## src/rtl/seg7_pkg.sv

```systemverilog
// Shared types and the hex-to-segment decode for the 7-segment scan controller.
package seg7_pkg;

  typedef logic [7:0] seg_t;

  localparam seg_t SEG_OFF = 8'hFF;

  // Active-low g..a pattern for one hex nibble.
  function automatic logic [6:0] hex_to_seg(input logic [3:0] hex);
    logic [6:0] pat;
    case (hex)
      4'h0: pat = 7'b1000000;
      4'h1: pat = 7'b1111001;
      4'h2: pat = 7'b0100100;
      4'h3: pat = 7'b0110000;
      4'h4: pat = 7'b0011001;
      4'h5: pat = 7'b0010010;
      4'h6: pat = 7'b0000010;
      4'h7: pat = 7'b1111000;
      4'h8: pat = 7'b0000000;
      4'h9: pat = 7'b0010000;
      4'hA: pat = 7'b0001000;
      4'hB: pat = 7'b0000011;
      4'hC: pat = 7'b1000110;
      4'hD: pat = 7'b0100001;
      4'hE: pat = 7'b0000110;
      default: pat = 7'b0001110;
    endcase
    return pat;
  endfunction

endpackage

```

## src/rtl/seg7_scan_timer.sv

```systemverilog
// Slot prescaler, digit index and per-slot PWM gate; brightness is sampled
// at each slot start so a change never alters a slot already running.
module seg7_scan_timer #(
  parameter int NUM_DIGITS  = 8,
  parameter int REFRESH_DIV = 16384,
  parameter int PWM_BITS    = 4
) (
  input  logic                          clk,
  input  logic                          rst,
  input  logic [PWM_BITS-1:0]           brightness,
  output logic [$clog2(NUM_DIGITS)-1:0] idx,
  output logic                          frame_end,
  output logic                          pwm_on
);

  localparam int PRE_W = $clog2(REFRESH_DIV);
  localparam int IDX_W = $clog2(NUM_DIGITS);

  logic [PRE_W-1:0]    prescaler_reg;
  logic [IDX_W-1:0]    idx_reg;
  logic [PWM_BITS-1:0] bright_reg;
  logic                slot_start;
  logic                slot_wrap;
  logic [PWM_BITS-1:0] bright_eff;

  assign slot_start = (prescaler_reg == '0);
  assign slot_wrap  = (prescaler_reg == PRE_W'(REFRESH_DIV - 1));
  assign frame_end  = slot_wrap && (idx_reg == IDX_W'(NUM_DIGITS - 1));

  // The first cycle of a slot already uses the freshly sampled brightness.
  assign bright_eff = slot_start ? brightness : bright_reg;
  assign pwm_on     = (prescaler_reg[PRE_W-1 -: PWM_BITS] < bright_eff);
  assign idx        = idx_reg;

  always_ff @(posedge clk or posedge rst) begin
    if (rst) begin
      prescaler_reg <= '0;
      idx_reg       <= '0;
      bright_reg    <= '0;
    end else begin
      prescaler_reg <= slot_wrap ? '0 : prescaler_reg + 1'b1;
      if (slot_wrap) begin
        idx_reg <= frame_end ? '0 : idx_reg + 1'b1;
      end
      if (slot_start) begin
        bright_reg <= brightness;
      end
    end
  end

endmodule

```

## src/rtl/seg7_scan_ctrl.sv

```systemverilog
// Multiplexed 7-segment driver with frame-synchronous double-buffered load.
// Define SEG7_LEADING_ZERO_BLANK_EN to blank leading zero digits.
module seg7_scan_ctrl
  import seg7_pkg::*;
#(
  parameter int NUM_DIGITS  = 8,
  parameter int REFRESH_DIV = 16384,
  parameter int PWM_BITS    = 4,
  parameter int ACTIVE_LOW  = 1
) (
  input  logic                    clk,
  input  logic                    rst,
  input  logic                    load,
  input  logic [4*NUM_DIGITS-1:0] digits_in,
  input  logic [NUM_DIGITS-1:0]   dp_in,
  input  logic [NUM_DIGITS-1:0]   en_in,
  input  logic [PWM_BITS-1:0]     brightness,
  output logic [NUM_DIGITS-1:0]   an,
  output logic [7:0]              seg,
  output logic                    pending,
  output logic                    frame_tick
);

  localparam int   IDX_W = $clog2(NUM_DIGITS);
  localparam logic AL    = (ACTIVE_LOW != 0);

  logic [4*NUM_DIGITS-1:0] digits_buf_reg, digits_act_reg;
  logic [NUM_DIGITS-1:0]   dp_buf_reg, dp_act_reg;
  logic [NUM_DIGITS-1:0]   en_buf_reg, en_act_reg;
  logic                    pending_reg, pending_next;
  logic [NUM_DIGITS-1:0]   an_reg, an_next;
  seg_t                    seg_reg, seg_next;
  logic                    frame_tick_reg;

  logic [IDX_W-1:0]      idx;
  logic                  frame_end;
  logic                  pwm_on;
  logic [3:0]            digit_arr [NUM_DIGITS];
  logic [NUM_DIGITS-1:0] vis;
  logic [NUM_DIGITS-1:0] one_hot;
  logic                  lit;

  seg7_scan_timer #(
    .NUM_DIGITS (NUM_DIGITS),
    .REFRESH_DIV(REFRESH_DIV),
    .PWM_BITS   (PWM_BITS)
  ) u_timer (
    .clk       (clk),
    .rst       (rst),
    .brightness(brightness),
    .idx       (idx),
    .frame_end (frame_end),
    .pwm_on    (pwm_on)
  );

`ifdef SEG7_LEADING_ZERO_BLANK_EN
  // zero_run[i]: every digit j >= i is a zero with its dp off.
  logic [NUM_DIGITS:1] zero_run;
  assign zero_run[NUM_DIGITS] = 1'b1;
`endif

  genvar gi;
  generate
    for (gi = 0; gi < NUM_DIGITS; gi++) begin : g_digit
      assign digit_arr[gi] = digits_act_reg[4*gi +: 4];
`ifdef SEG7_LEADING_ZERO_BLANK_EN
      if (gi == 0) begin : g_first
        assign vis[gi] = en_act_reg[gi];
      end else begin : g_rest
        assign zero_run[gi] = (digit_arr[gi] == 4'h0) && !dp_act_reg[gi] && zero_run[gi+1];
        assign vis[gi]      = en_act_reg[gi] && !zero_run[gi];
      end
`else
      assign vis[gi] = en_act_reg[gi];
`endif
    end
  endgenerate

  always_comb begin
    one_hot  = NUM_DIGITS'(1) << idx;
    lit      = pwm_on && vis[idx];
    an_next  = lit ? ~one_hot : {NUM_DIGITS{1'b1}};
    seg_next = lit ? {~dp_act_reg[idx], hex_to_seg(digit_arr[idx])} : SEG_OFF;
    if (!AL) begin
      an_next  = ~an_next;
      seg_next = ~seg_next;
    end
  end

  // A load on the boundary cycle refills the buffer after the old one commits.
  always_comb begin
    pending_next = pending_reg;
    if (load) begin
      pending_next = 1'b1;
    end else if (frame_end) begin
      pending_next = 1'b0;
    end
  end

  always_ff @(posedge clk or posedge rst) begin
    if (rst) begin
      digits_buf_reg <= '0;
      dp_buf_reg     <= '0;
      en_buf_reg     <= '0;
      digits_act_reg <= '0;
      dp_act_reg     <= '0;
      en_act_reg     <= '0;
      pending_reg    <= 1'b0;
      an_reg         <= {NUM_DIGITS{AL}};
      seg_reg        <= {8{AL}};
      frame_tick_reg <= 1'b0;
    end else begin
      if (load) begin
        digits_buf_reg <= digits_in;
        dp_buf_reg     <= dp_in;
        en_buf_reg     <= en_in;
      end
      if (frame_end && pending_reg) begin
        digits_act_reg <= digits_buf_reg;
        dp_act_reg     <= dp_buf_reg;
        en_act_reg     <= en_buf_reg;
      end
      pending_reg    <= pending_next;
      an_reg         <= an_next;
      seg_reg        <= seg_next;
      frame_tick_reg <= frame_end;
    end
  end

  assign an         = an_reg;
  assign seg        = seg_reg;
  assign pending    = pending_reg;
  assign frame_tick = frame_tick_reg;

endmodule
```

## config.mk

```make
export PLATFORM = sky130hd
export DESIGN_NAME = seg7_scan_ctrl
export DESIGN_NICKNAME = d
export VERILOG_FILES = /design/src/rtl/seg7_pkg.sv /design/src/rtl/seg7_scan_timer.sv /design/src/rtl/seg7_scan_ctrl.sv
export SDC_FILE = /design/constraint.sdc
export NUM_CORES = 1
export LEC_CHECK = 0
export CAP_MARGIN = 5
export CORE_MARGIN = 4
export CORE_UTILIZATION = 55
export CTS_CLUSTER_SIZE = 20
export DETAILED_ROUTE_END_ITERATION = 8
export GPL_TIMING_DRIVEN = 0
export PLACE_DENSITY = 0.79
export SLEW_MARGIN = 25
export SYNTH_ARGS = -nofsm -noshare
export SYNTH_HDL_FRONTEND = slang
export SYNTH_HIERARCHICAL = 1
export SYNTH_SLANG_ARGS = --single-unit
```

## constraint.sdc

```tcl
create_clock -name clk -period 4.25 [get_ports clk]
set_clock_uncertainty 0.1 [all_clocks]
set_input_delay 0.6375 -clock clk [delete_from_list [all_inputs] [get_ports clk]]
set_output_delay 0.6375 -clock clk [all_outputs]
set_load 0.01 [all_outputs]
```

==> results of run 1 <==
-- layer usage --
metal / track usage, % / part of all wire (%) / vias up
met5: 0 / 0 / -
met3: 5.60 / 4.4 / 17
met4: 6.81 / 1.5 / 0
met2: 32.3 / 50 / 91
met1: 24.7 / 44 / 1856
li1: - / - / 1688
-- stage by stage --
stage                     area, µm²  setup slack [ns]
after floorplan                5890             0.523
after global placement         6780            -0.860
after detailed placement       6810             0.774
after CTS                      7410             0.639
after global routing           7410             0.108
final                          7410             0.677
-- logic make-up after synthesis --
family / count (synthesis) / synth area share (%)
adder cells (fa/ha/maj): 13 / 2.76
buffers and inverters: 31 / 2.38
flip-flops: 135 / 57.7
AND/OR/NAND/NOR: 72 / 6.81
multiplexers: 124 / 25.7
XOR/XNOR: 7 / 1.04
AO/OA/AOI/OAI: 31 / 3.69
-- synth_stat cells (5+ instances only) --
| master | number |
|---|---|
| dfrtp_1 | 119 |
| mux2_2 | 102 |
| dfstp_2 | 16 |
| nand2_1 | 16 |
| ha_1 | 13 |
| inv_1 | 13 |
| nand3_1 | 13 |
| mux2i_1 | 12 |
| nor2_1 | 12 |
| o21ai_0 | 8 |
| buf_1 | 6 |
| o221ai_1 | 6 |
| clkbuf_1 | 5 |
| mux4_1 | 5 |
| mux4_2 | 5 |
| nor3_1 | 5 |
-- path summary, 6_finish.rpt --
path / start / endpoint / depth (start not counted)
worst max-delay path: u_timer/prescaler_reg[0] / seg[6] / 12
worst min-delay path: u_timer/bright_reg[3] / u_timer/bright_reg[3] / 2
worst max register to register: u_timer/prescaler_reg[0] / seg[6] / 12
worst min register to register: u_timer/bright_reg[3] / u_timer/bright_reg[3] / 2
max in group asynchronous: rst / en_buf_reg[1] / 3
min in group asynchronous: rst / digits_act_reg[30] / 2
-- cell type report --
class / count / area share, %
sequential: 135 / 45.9
clock buffer: 18 / 5.77
timing repair buffer: 72 / 9.96
buffer: 18 / 1.23
clock inverter: 14 / 2.36
multi-input combinational: 247 / 31.8
tap: 136 / 2.30
inverter: 13 / 0.726
-- critical path, cell delays in order (launching register included) --
cell       delay [ns]
dfrtp_1          0.41
inv_1            0.08
ha_1             0.14
nor4b_1          0.28
nand4_1          0.40
mux2i_1          0.33
ha_1             0.29
a2111oi_0        0.58
nand2_1          0.12
o221ai_1         0.27
and2_1           0.20
buf_6            0.13
o221ai_1         0.13
-- power by group --
group | switching [W] | internal (W)
clock | 0.000550 | 0.000913
combinational | 0.0000560 | 0.0000892
sequential | 0.0000256 | 0.00133
total | 0.000632 | 0.00234
==> results.tsv, run 1 <==
stage	metric	value	unit
outcome	run status	finished clean	
detailed_routing	wire length per cell	17.5	µm
global_routing	maximum number of pins on one net before global-route repair	69	
logic_synthesis	Synth cell types	47	
place	Buffers on Ports	71	
cts	Clock Sink Count	135	
final_layout	commonest cells after routing, fill and taps aside	dfrtp_1 (119), mux2_2 (102), clkdlybuf4s50_1 (71)	
pwr	final total power	0.00297	W
logic_synthesis	leading cell types by total area after synthesis	dfrtp_1 (51%), mux2_2 (19%), dfstp_2 (7.1%)	
floorplanning	total number of placement rows	37	
global_routing	number of global-route vias before repair	3943	
sta	Fmax achieved	280	MHz
place	final HPWL from detailed placement	7.93	mm
worst_setup_path	Arrival @ worst endpoint	3.88	ns
sta	minimum hold slack	0.396	ns
cts	root buffer cell	clkbuf_8	
sta	total count of hold-check failures in the final report	0	
floorplanning	area of the core	10400	µm²
detailed_routing	detail-routed via count per cell	5.59	
logic_synthesis	sequential area share after synthesis	57.7	%
logic_synthesis	share of flip-flops with an asynchronous set or reset after synthesis	100	%
detailed_routing	total vias in the final route	3652	
sta	count of final max-slew check failures	0	
logic_synthesis	number of synthesis warnings	6	
worst_setup_path	largest fanout on the critical path	9	
floorplanning	width of the die	112	µm
final_layout	area occupied by multi-input gates	2360	µm²
sta	number of endpoints failing setup at the final stage	0	
floorplanning	die boundary height	112	µm
logic_synthesis	Mapped Avg Cell Area	14.3	µm²
sta	final setup TNS	0	ns
worst_setup_path	Req. time, crit path	4.56	ns
sta	portion of the clock cycle consumed by the worst path in the final layout	84.1	%
global_routing	first-pass GRT wire length	19.1	mm
logic_synthesis	synthesized net count	481	
worst_setup_path	kind of end point of the critical path	flop	
detailed_routing	detailed-routing iteration count for the pre-antenna-repair pass	4	
sta	Worst-Margin Slew	0.807	ns
floorplanning	number of top-level pins	73	
cts	TritonCTS buffer count	17	
place	cell count after placement	621	
worst_setup_path	CP Launch Type	flop	
worst_setup_path	Setup CP Type	reg -> reg	
logic_synthesis	dominant register cell in the synthesized netlist	dfrtp_1	
cts	TritonCTS clock tree	built	
cts	latest clock arrival within the worst-skew pair	0.52	ns
logic_synthesis	number of instances in the synthesized netlist	413	
floorplanning	starting density of the core	56.8	%
worst_hold_path	Min-Delay Path Class	reg -> reg	
floorplanning	Total Die Area	12400	µm²
final_layout	Ant. Diodes	0	
final_layout	area taken by flip-flops and latches	3400	µm²
cts	clock-pin transition on the worst setup and hold timing paths	0.06	ns
logic_synthesis	post-synthesis instance area	5890	µm²
final_layout	area growth from synthesis to layout	25.7	%
final_layout	commonest non-fill, non-tap cell in the layout	dfrtp_1	
cts	Post CTS Setup Buffer Count	0	
logic_synthesis	Synth area leader	dfrtp_1	
final_layout	filler instances	694	
pwr	power density over the cells	401	nW/µm²
logic_synthesis	number of storage elements in the synthesis netlist	135	
pwr	maximum VDD drop	0.000241	V
final_layout	share of post-route cells with drive strength above 1	32.9	%
cts	buffer depth of the longest clock path	2	
global_routing	total global routing track utilization	19.5	%
run	Max Cap Viol	0	
logic_synthesis	top-area cell type share of the netlist area	50.5	%
cts	H-Tree Depth	4	
final_layout	count of nets after finishing	572	
worst_setup_path	register-to-register setup slack	0.68	ns
detailed_routing	post-detailed-route count of antenna-violating nets	0	
logic_synthesis	number of synthesized flops with an enable pin	0	
sta	worst max-slew margin expressed relative to the limit	44.7	%
global_routing	GRT overflow	0	
pwr	leakage power figure	3.36	nW
cts	hold_buf cts	0	
detailed_routing	routed wire length	11.4	mm
global_routing	antenna violations before repair	0	
detailed_routing	Residual DRC	0	
sta	Min Clock Period, post-route	3.57	ns
detailed_routing	number of DRC markers in iteration 0	169	
place	routability-driven placement congestion ratio	0.849	
final_layout	non-filler instance count after layout	653	
final_layout	Util after Layout	71.5	%
cts	cells resized by post-CTS repair	0	
sta	RSZ-0062 raised after global routing	false	
No activity file was read; power rests on OpenSTA's default activity.
==> inputs of run 2 (changes only) <==
==> constraint.sdc (replaced) <==
create_clock -name clk -period 3.54 [get_ports clk]
set_clock_uncertainty 0.1 [all_clocks]
set_input_delay 0.531 -clock clk [delete_from_list [all_inputs] [get_ports clk]]
set_output_delay 0.531 -clock clk [all_outputs]
set_load 0.01 [all_outputs]
==> run 2 against run 1 <==
  * Wire length up 2.0%
  * Maximum frequency up 7.4%
  * Register-to-register slack worse by 0.46 ns
  * Sequential share of layout area down 0.093 points
  * Clock power up 13%
  * Sequential power up 20%
  * Non-clock buffer count up 4
  * Count of clock-buffer cells in the layout down 1
  * Utilization up 0.14 points
  * Critical path depth unchanged
==> results.tsv, run 2 (synthesis results as in run 1) <==
stage	metric	value	unit	change
final_layout	area taken by flip-flops and latches	3400	µm²	unchanged
sta	Min Clock Period, post-route	3.33	ns	-0.246 ns
cts	TritonCTS clock tree	built		
worst_setup_path	Crit Reg-Reg Startpoint	u_timer/prescaler_reg[0]		
floorplanning	area of the core	10400	µm²	unchanged
run	Max Cap Viol	0		unchanged
sta	final setup TNS	0	ns	unchanged
detailed_routing	detail-routed via count per cell	5.61		+0.40%
sta	number of endpoints failing setup at the final stage	0		unchanged
final_layout	filler instances	688		-0.86%
final_layout	share of post-route cells with drive strength above 1	33.6	%	+0.71 points
cts	hold_buf cts	0		unchanged
floorplanning	total number of placement rows	37		unchanged
worst_setup_path	largest fanout on the critical path	5		-4
worst_setup_path	kind of end point of the critical path	flop		
pwr	part of the power in registers	47.1	%	+1.3 points
worst_setup_path	register-to-register setup slack	0.21	ns	-0.46 ns
final_layout	commonest non-fill, non-tap cell in the layout	dfrtp_1		
worst_setup_path	Req. time, crit path	3.87	ns	-0.69 ns
final_layout	area growth from synthesis to layout	26.0	%	
global_routing	antenna violations before repair	0		unchanged
sta	portion of the clock cycle consumed by the worst path in the final layout	94.0	%	+9.9 points
sta	total count of hold-check failures in the final report	0		unchanged
worst_setup_path	CP Launch Type	flop		
detailed_routing	number of DRC markers in iteration 0	147		-13%
place	Buffers on Ports	71		unchanged
cts	buffer depth of the longest clock path	2		unchanged
pwr	final total power	0.00346	W	+17%
detailed_routing	post-detailed-route count of antenna-violating nets	0		unchanged
final_layout	area occupied by multi-input gates	2360	µm²	+0.27%
sta	worst max-slew margin expressed relative to the limit	46.0	%	+1.4 points
place	final HPWL from detailed placement	8.26	mm	+4.2%
detailed_routing	total vias in the final route	3689		+1.0%
sta	Fmax achieved	301	MHz	+7.4%
final_layout	Util after Layout	71.6	%	+0.14 points
final_layout	count of nets after finishing	576		+0.70%
final_layout	Ant. Diodes	0		unchanged
worst_setup_path	Arrival @ worst endpoint	3.65	ns	-0.23 ns
worst_hold_path	Min-Delay Path Class	in -> async		
final_layout	non-filler instance count after layout	657		+0.61%
global_routing	total global routing track utilization	20.3	%	+0.78 points
pwr	cell internal pwr	0.00262	W	+12%
global_routing	GRT overflow	0		unchanged
cts	Clock Sink Count	135		unchanged
detailed_routing	detailed-routing iteration count for the pre-antenna-repair pass	7		+3
pwr	leakage power figure	3.36	nW	+0.25%
cts	H-Tree Depth	4		unchanged
floorplanning	width of the die	112	µm	unchanged
global_routing	number of global-route vias before repair	4007		+1.6%
sta	minimum hold slack	0.338	ns	-0.0579 ns
global_routing	maximum number of pins on one net before global-route repair	35		-49%
pwr	Switching Power	0.000843	W	+33%
cts	TritonCTS buffer count	17		unchanged
outcome	run status	finished clean		
pwr	power density over the cells	466	nW/µm²	+16%
floorplanning	Total Die Area	12400	µm²	unchanged
place	routability-driven placement congestion ratio	0.848		about the same
detailed_routing	Residual DRC	0		unchanged
worst_setup_path	endpoint of the worst-slack reg-to-reg timing path	seg[1]		
worst_setup_path	length in cells of the worst reg-to-reg path	12		unchanged
cts	clock-pin transition on the worst setup and hold timing paths	0.07	ns	about the same
final_layout	commonest cells after routing, fill and taps aside	dfrtp_1 (119), mux2_2 (102), clkdlybuf4s50_1 (71)		
pwr	Net Sw Frac	24.4	%	+3.1 points
floorplanning	die boundary height	112	µm	unchanged
place	cell count after placement	623		+0.32%
cts	latest clock arrival within the worst-skew pair	0.52	ns	about the same
detailed_routing	wire length per cell	17.8	µm	+1.4%
pwr	share of power burned in the clock network	47.7	%	-1.6 points
sta	Worst-Margin Slew	0.787	ns	-0.0202 ns
global_routing	first-pass GRT wire length	20.0	mm	+4.5%
detailed_routing	routed wire length	11.7	mm	+2.0%
floorplanning	starting density of the core	56.8	%	unchanged
sta	count of final max-slew check failures	0		unchanged
pwr	maximum VDD drop	0.000272	V	+13%
pwr	share of power burned in combinational logic	5.2	%	+0.3 points
floorplanning	number of top-level pins	73		unchanged
cts	root buffer cell	clkbuf_8		
worst_setup_path	Setup CP Type	reg -> reg		
run 2: cell types whose count changed in the layout (fill, tap and decap cells not counted):
cell	change
a2111oi_0	-1
bufinv_16	-3
a2111oi_2	+1
inv_8	+6
buf_16	-1
buf_12	+3
inv_6	+2
clkinv_2	-2
clkinv_8	+1
buf_4	+2
clkbuf_8	-1
clkinv_4	-3
run 2: area by class of cell:
class	instances	area share [%]
sequential	135	45.8
timing repair buffer	76	10.6
tap	136	2.29
buffer	18	1.23
clock inverter	15	2.04
inverter	13	0.708
multi-input combinational	247	31.8
clock buffer	17	5.58
run 2: through the flow:
stage / setup slack (ns) / area, µm²
floorplan: 0.577 / 5900
global placement: 0.123 / 6780
detailed placement: -0.00135 / 6840
CTS: 0.163 / 7420
global route: -0.0157 / 7430
finish: 0.213 / 7430
run 2: what timing repair did:
action,CTS,global route
setup buffers,2,0
setup endpoints to repair,5,14
endpoints found under the hold margin,0,0
pin swaps,1,1
resized for setup,0,2
gates cloned,0,0
run 2: critical path, cell delays in order (launching register included):
cell	delay [ns]
dfrtp_1	0.41
inv_1	0.10
ha_1	0.14
nor4b_1	0.31
nand4_1	0.26
mux2i_1	0.26
ha_1	0.28
a2111oi_2	0.45
nand2_1	0.11
o221ai_1	0.29
nand2_1	0.19
a31oi_1	0.19
o21ai_0	0.13
run 2: metal layers:
layer | vias up | track usage, % | part of all wire, %
met4 | 0 | 7.62 | 1.8
li1 | 1694 | - | -
met1 | 1856 | 25.5 | 41
met2 | 118 | 33.9 | 51
met3 | 21 | 5.33 | 5.9
met5 | - | 0 | 0
run 2: worst max path at each step:
stage	cells after the start	slack (ns)	endpoint	from
detailed placement	12	-0.001	seg[1]	u_timer/prescaler_reg[0]
CTS	12	0.16	seg[1]	u_timer/prescaler_reg[0]
global route	12	-0.02	seg[1]	u_timer/prescaler_reg[0]
floorplan	12	0.58	seg[2]	u_timer/prescaler_reg[0]
global placement	12	0.12	seg[1]	u_timer/prescaler_reg[0]
finish	12	0.21	seg[1]	u_timer/prescaler_reg[0]
run 2: power groups by stage:
| stage | clock network [W] | registers [W] | logic, W |
|---|---|---|---|
| 2_1_floorplan | 0 | 0.00165 | 0.0000937 |
| 3_3_place_gp | 0 | 0.00166 | 0.000167 |
| 3_5_place_dp | 0 | 0.00166 | 0.000182 |
| 4_1_cts | 0.00168 | 0.00163 | 0.000183 |
| 5_1_grt | 0.00176 | 0.00164 | 0.000197 |
| 6_report | 0.00165 | 0.00163 | 0.000179 |
==> edit 1 (settings of run 1) <==
Make the reset (`rst`) synchronous in 2 clocked blocks.
--- a/src/rtl/seg7_scan_timer.sv
+++ b/src/rtl/seg7_scan_timer.sv
@@ -34,3 +34,3 @@
 
-  always_ff @(posedge clk or posedge rst) begin
+  always_ff @(posedge clk) begin
     if (rst) begin
--- a/src/rtl/seg7_scan_ctrl.sv
+++ b/src/rtl/seg7_scan_ctrl.sv
@@ -99,3 +99,3 @@
 
-  always_ff @(posedge clk or posedge rst) begin
+  always_ff @(posedge clk) begin
     if (rst) begin
Check against the original RTL: differs if rst is asserted again (counterexample within 4 cycles, from zero or initial values and one cycle with rst high); with rst held inactive, the same outputs for 10 cycles.
==> edit 1 against run 1 <==
  * Final area down 6.1%
  * Hold slack worse by 0.077 ns
  * Sequential cell count unchanged
  * Total power about the same
  * Sequential power down 3%
  * Maximum frequency down 5.7%
  * Area after synthesis down 7.2%
  * Wire length up 14%
  * Worst setup slack worse by 0.21 ns
  * Critical path depth down 1
  * Combinational power up 15%
  * Core utilization up 0.050 points
  * Largest cell class unchanged
==> edit 1: results (changes against run 1) <==
worst_setup_path:
  critPathArrivalTime_ns: 4.07  # +0.19 ns
  setup.worst_path.end: "seg[1]$_SDFF_PP1_"
  critPathSlowestCell: "a2111o_1"
  crit_start: "u_timer/prescaler_reg[0]$_SDFF_PP0_"
  crit_fanout: 8  # -1
  cp_top_family: "compound AO/OA/AOI/OAI gates"
  reg2regPathDepth: 11  # -1
finish:
  postLayoutCoreUtil: 0.715  # about the same
  n_fill_cell: 730  # +5.2%
  clockNetworkAreaShare: 0.0867  # +0.00530
  numSequentialCells: 135  # unchanged
  fin_cells: 818  # +25%
  layout-drive-gt1-share: 0.0818  # -0.247
sta:
  slew_headroom: 0.508  # +0.0616
  fmax_mhz: 264  # -5.7%
placed_design:
  post_dp_cell_area_sq_mm: 0.00635  # -6.7%
  place_inst: 786  # +27%
  place_hpwl_mm: 9.05  # +14%
grt:
  grt_start_max_net_pins: 17  # -75%
  grt_pass1_vias: 4540  # +15%
route:
  num_vias: 4443  # +22%
synthesis:
  ys_top_cells_by_count: "135 x dfxtp_1, 109 x nand2_1, 69 x nor2_1"
  synth_nets: 650  # +35%
  avgSynthCellArea_sq_um: 9.40  # -34%
power_and_ir_drop:
  switchingPower_mw: 0.662  # +4.8%
  leakage_nw: 2.66  # -21%
min_path:
  hp-start: "en_act_reg[3]$_SDFFE_PP0P_"
outcome:
  status: "complete, no violations"
[edit 1: cell families (layout without fill, tap and decap cells)]
kind of cell             after synthesis  in the layout  share of synthesized area
AND/OR/NAND/NOR                      226            226                      0.179
flip-flops                           135            135                      0.494
AO/OA/AOI/OAI                         76             76                     0.0848
multiplexers                          71             71                      0.157
buffers and inverters                 49            152                     0.0361
adder cells (fa/ha/maj)               13             13                     0.0297
XOR/XNOR                              12             12                     0.0192
[edit 1: worst min path at each step]
stage	endpoint	slack [ns]	cells past startpoint
finish	an[3]$_SDFF_PP1_	0.32	1
global route	an[0]$_SDFF_PP1_	0.35	1
CTS	an[3]$_SDFF_PP1_	0.33	1
detailed placement	an[0]$_SDFF_PP1_	0.31	1
global placement	an[0]$_SDFF_PP1_	0.30	1
floorplan	an[1]$_SDFF_PP1_	0.28	1
[edit 1: layer usage]
layer,GRT usage,share of wire,vias to the layer above
met5,0,0,-
met1,0.268,0.41,2141
met4,0.0884,0.020,0
li1,-,-,2164
met3,0.0702,0.053,26
met2,0.419,0.51,112
==> edit 2 (settings of run 1) <==
Without the edit above. `REFRESH_DIV` is set to 16384 in 2 places; all go to 32768.
--- a/src/rtl/seg7_scan_timer.sv
+++ b/src/rtl/seg7_scan_timer.sv
@@ -4,3 +4,3 @@
   parameter int NUM_DIGITS  = 8,
-  parameter int REFRESH_DIV = 16384,
+  parameter int REFRESH_DIV = 32768,
   parameter int PWM_BITS    = 4
--- a/src/rtl/seg7_scan_ctrl.sv
+++ b/src/rtl/seg7_scan_ctrl.sv
@@ -6,3 +6,3 @@
   parameter int NUM_DIGITS  = 8,
-  parameter int REFRESH_DIV = 16384,
+  parameter int REFRESH_DIV = 32768,
   parameter int PWM_BITS    = 4,
Behaviour: same outputs for any inputs over 10 cycles, from zero or initial values and one cycle with rst high; that may be too few to reach the edited logic, so the function may still have changed.
==> edit 2 against run 1 <==
  * Sequential share of layout area down 0.30 points
  * Critical endpoint is now seg[3]$_DFF_PP1_
  * Total power up 5.8%
  * Worst setup slack better by 0.47 ns
  * Sequential cell count up 1
  * Wire length up 3.5%
  * First-iteration DRC count down 22%
  * Via count down 0.90%
  * Final area up 1.4%
  * Area after synthesis up 0.74%
==> edit 2: results (changes against run 1) <==
finish:
  multi_input_area_share: 0.315  # -0.00339
  n_fill_cell: 673  # -3.0%
  fin_cells: 654  # +0.15%
  clockNetworkAreaShare: 0.0882  # +0.00687
  multi_input_gates: 246  # -0.40%
  area.sequential_sq_mm: 0.00342  # +0.74%
  numSequentialCells: 136  # +0.74%
  bufAreaShareNonClock: 0.111  # -0.000548
  layout-drive-gt1-share: 0.330  # +0.00130
  inverters_excl_clock: 14  # +1
placed_design:
  place_hpwl_mm: 8.08  # +1.8%
  pre_cts_slack_ns: 1.18  # +0.405 ns
  place_inst: 622  # +0.16%
grt:
  grt_pass1_vias: 3920  # -0.58%
  groute.usage.overall: 0.201  # +0.00603
  grt_pass1_wl_mm: 19.8  # +3.6%
  grt_start_max_net_pins: 59  # -14%
  antenna_found_initial: 0  # unchanged
power_and_ir_drop:
  irDropWorstVdd_uv: 326  # +36%
  leakage_nw: 3.41  # +1.5%
synthesis:
  yosys.cell_types.count: 48  # +2.1%
  synthXorXnorAreaFrac: 0.0162  # +0.00582
  synth.yosys.seq_area_share: 0.576  # about the same
  synthCells: 414  # +0.24%
  ys_top_cells_by_count: "120 x dfrtp_1, 101 x mux2_2, 16 x dfstp_2"
  synthTopCellsByArea: "dfrtp_1 51%, mux2_2 19%, dfstp_2 7.1%, ha_1 2.7%, mux4_1 2.2%"
  synth_nets: 482  # +0.21%
  synth_compound_area_frac: 0.0306  # -0.00638
  synth_mux_area_frac: 0.255  # -0.00126
  synth_fa_ha_area_frac: 0.0274  # -0.000204
min_path:
  min_to: "u_timer/bright_reg[1]$_DFF_PP0_"
  hp-start: "u_timer/bright_reg[1]$_DFF_PP0_"
clock_network:
  postCtsSetupRepairBufs: 0  # unchanged
worst_setup_path:
  crit_fanout: 10  # +1
  cp_top_family: "multiplexers"
  critPathArrivalTime_ns: 3.44  # -0.44 ns
  reg2regPathDepth: 9  # -3
  reg2reg_to: "seg[3]$_DFF_PP1_"
  critPathSlowestCell: "mux2i_1"
  critical_path.max_stage_delay_ns: 0.60  # +0.02 ns
  reg2reg_slack_ns: 1.15  # +0.47 ns
route:
  detail_route.wl_per_cell_um: 18.1  # +3.4%
  drt_first_iter_violations: 131  # -22%
  num_vias: 3619  # -0.90%
sta:
  slew_violations: 0  # unchanged
  worst_pin_slew_ns: 0.849  # +0.0423 ns
outcome:
  status: "complete, no violations"
floorplan:
  coreArea_sq_mm: 0.0104  # +0.45%
-- edit 2: changes by cell type after synthesis, moves of 3 or more --
cell            run 1  this run
nand2_1            16        13
nand3_1            13         9
nor2_1             12        15
xnor2_1             4         9
-- edit 2: metrics by stage --
step           hold slack (ns)  instance area, sq um
4_1_cts                  0.395                  7510
2_1_floorplan            0.356                  5940
3_3_place_gp             0.375                  6820
5_1_grt                  0.415                  7510
6_report                 0.389                  7510
3_5_place_dp             0.381                  6850
-- edit 2: metal layers --
layer | global-route usage | vias up | routed length, um
li1 | - | 1672 | -
met1 | 0.258 | 1843 | 5010
met2 | 0.339 | 91 | 6100
met3 | 0.0440 | 13 | 565
met4 | 0.0706 | 0 | 171
met5 | 0 | - | 0
-- edit 2: cells by family (layout without fill, tap and decap cells) --
kind of cell	count (synthesis)	in the layout
fa+ha+maj	13	13
mux	124	124
xor+xnor	11	11
simple gates	72	72
flops	136	136
buf+inv	32	136
compound gates	26	26
-- edit 2: worst max path at each step --
stage / start / endpoint / slack, ns / depth (start not counted)
floorplan: rst / digits_act_reg[0]$_DFFE_PP0P_ / 0.52 / 1
global placement: rst / digits_buf_reg[13]$_DFFE_PP0P_ / -0.92 / 2
detailed placement: u_timer/idx[2]$_DFFE_PP0N_ / seg[3]$_DFF_PP1_ / 1.18 / 9
CTS: u_timer/idx[2]$_DFFE_PP0N_ / seg[3]$_DFF_PP1_ / 1.12 / 9
global route: u_timer/idx[2]$_DFFE_PP0N_ / seg[3]$_DFF_PP1_ / 0.91 / 9
finish: u_timer/idx[2]$_DFFE_PP0N_ / seg[3]$_DFF_PP1_ / 1.15 / 9
-- edit 2: power by group --
part | total (mW) | switching [mW] | internal [mW]
Clock | 1.62 | 0.547 | 1.07
Sequential | 1.37 | 0.0270 | 1.34
Combinational | 0.147 | 0.0574 | 0.0891
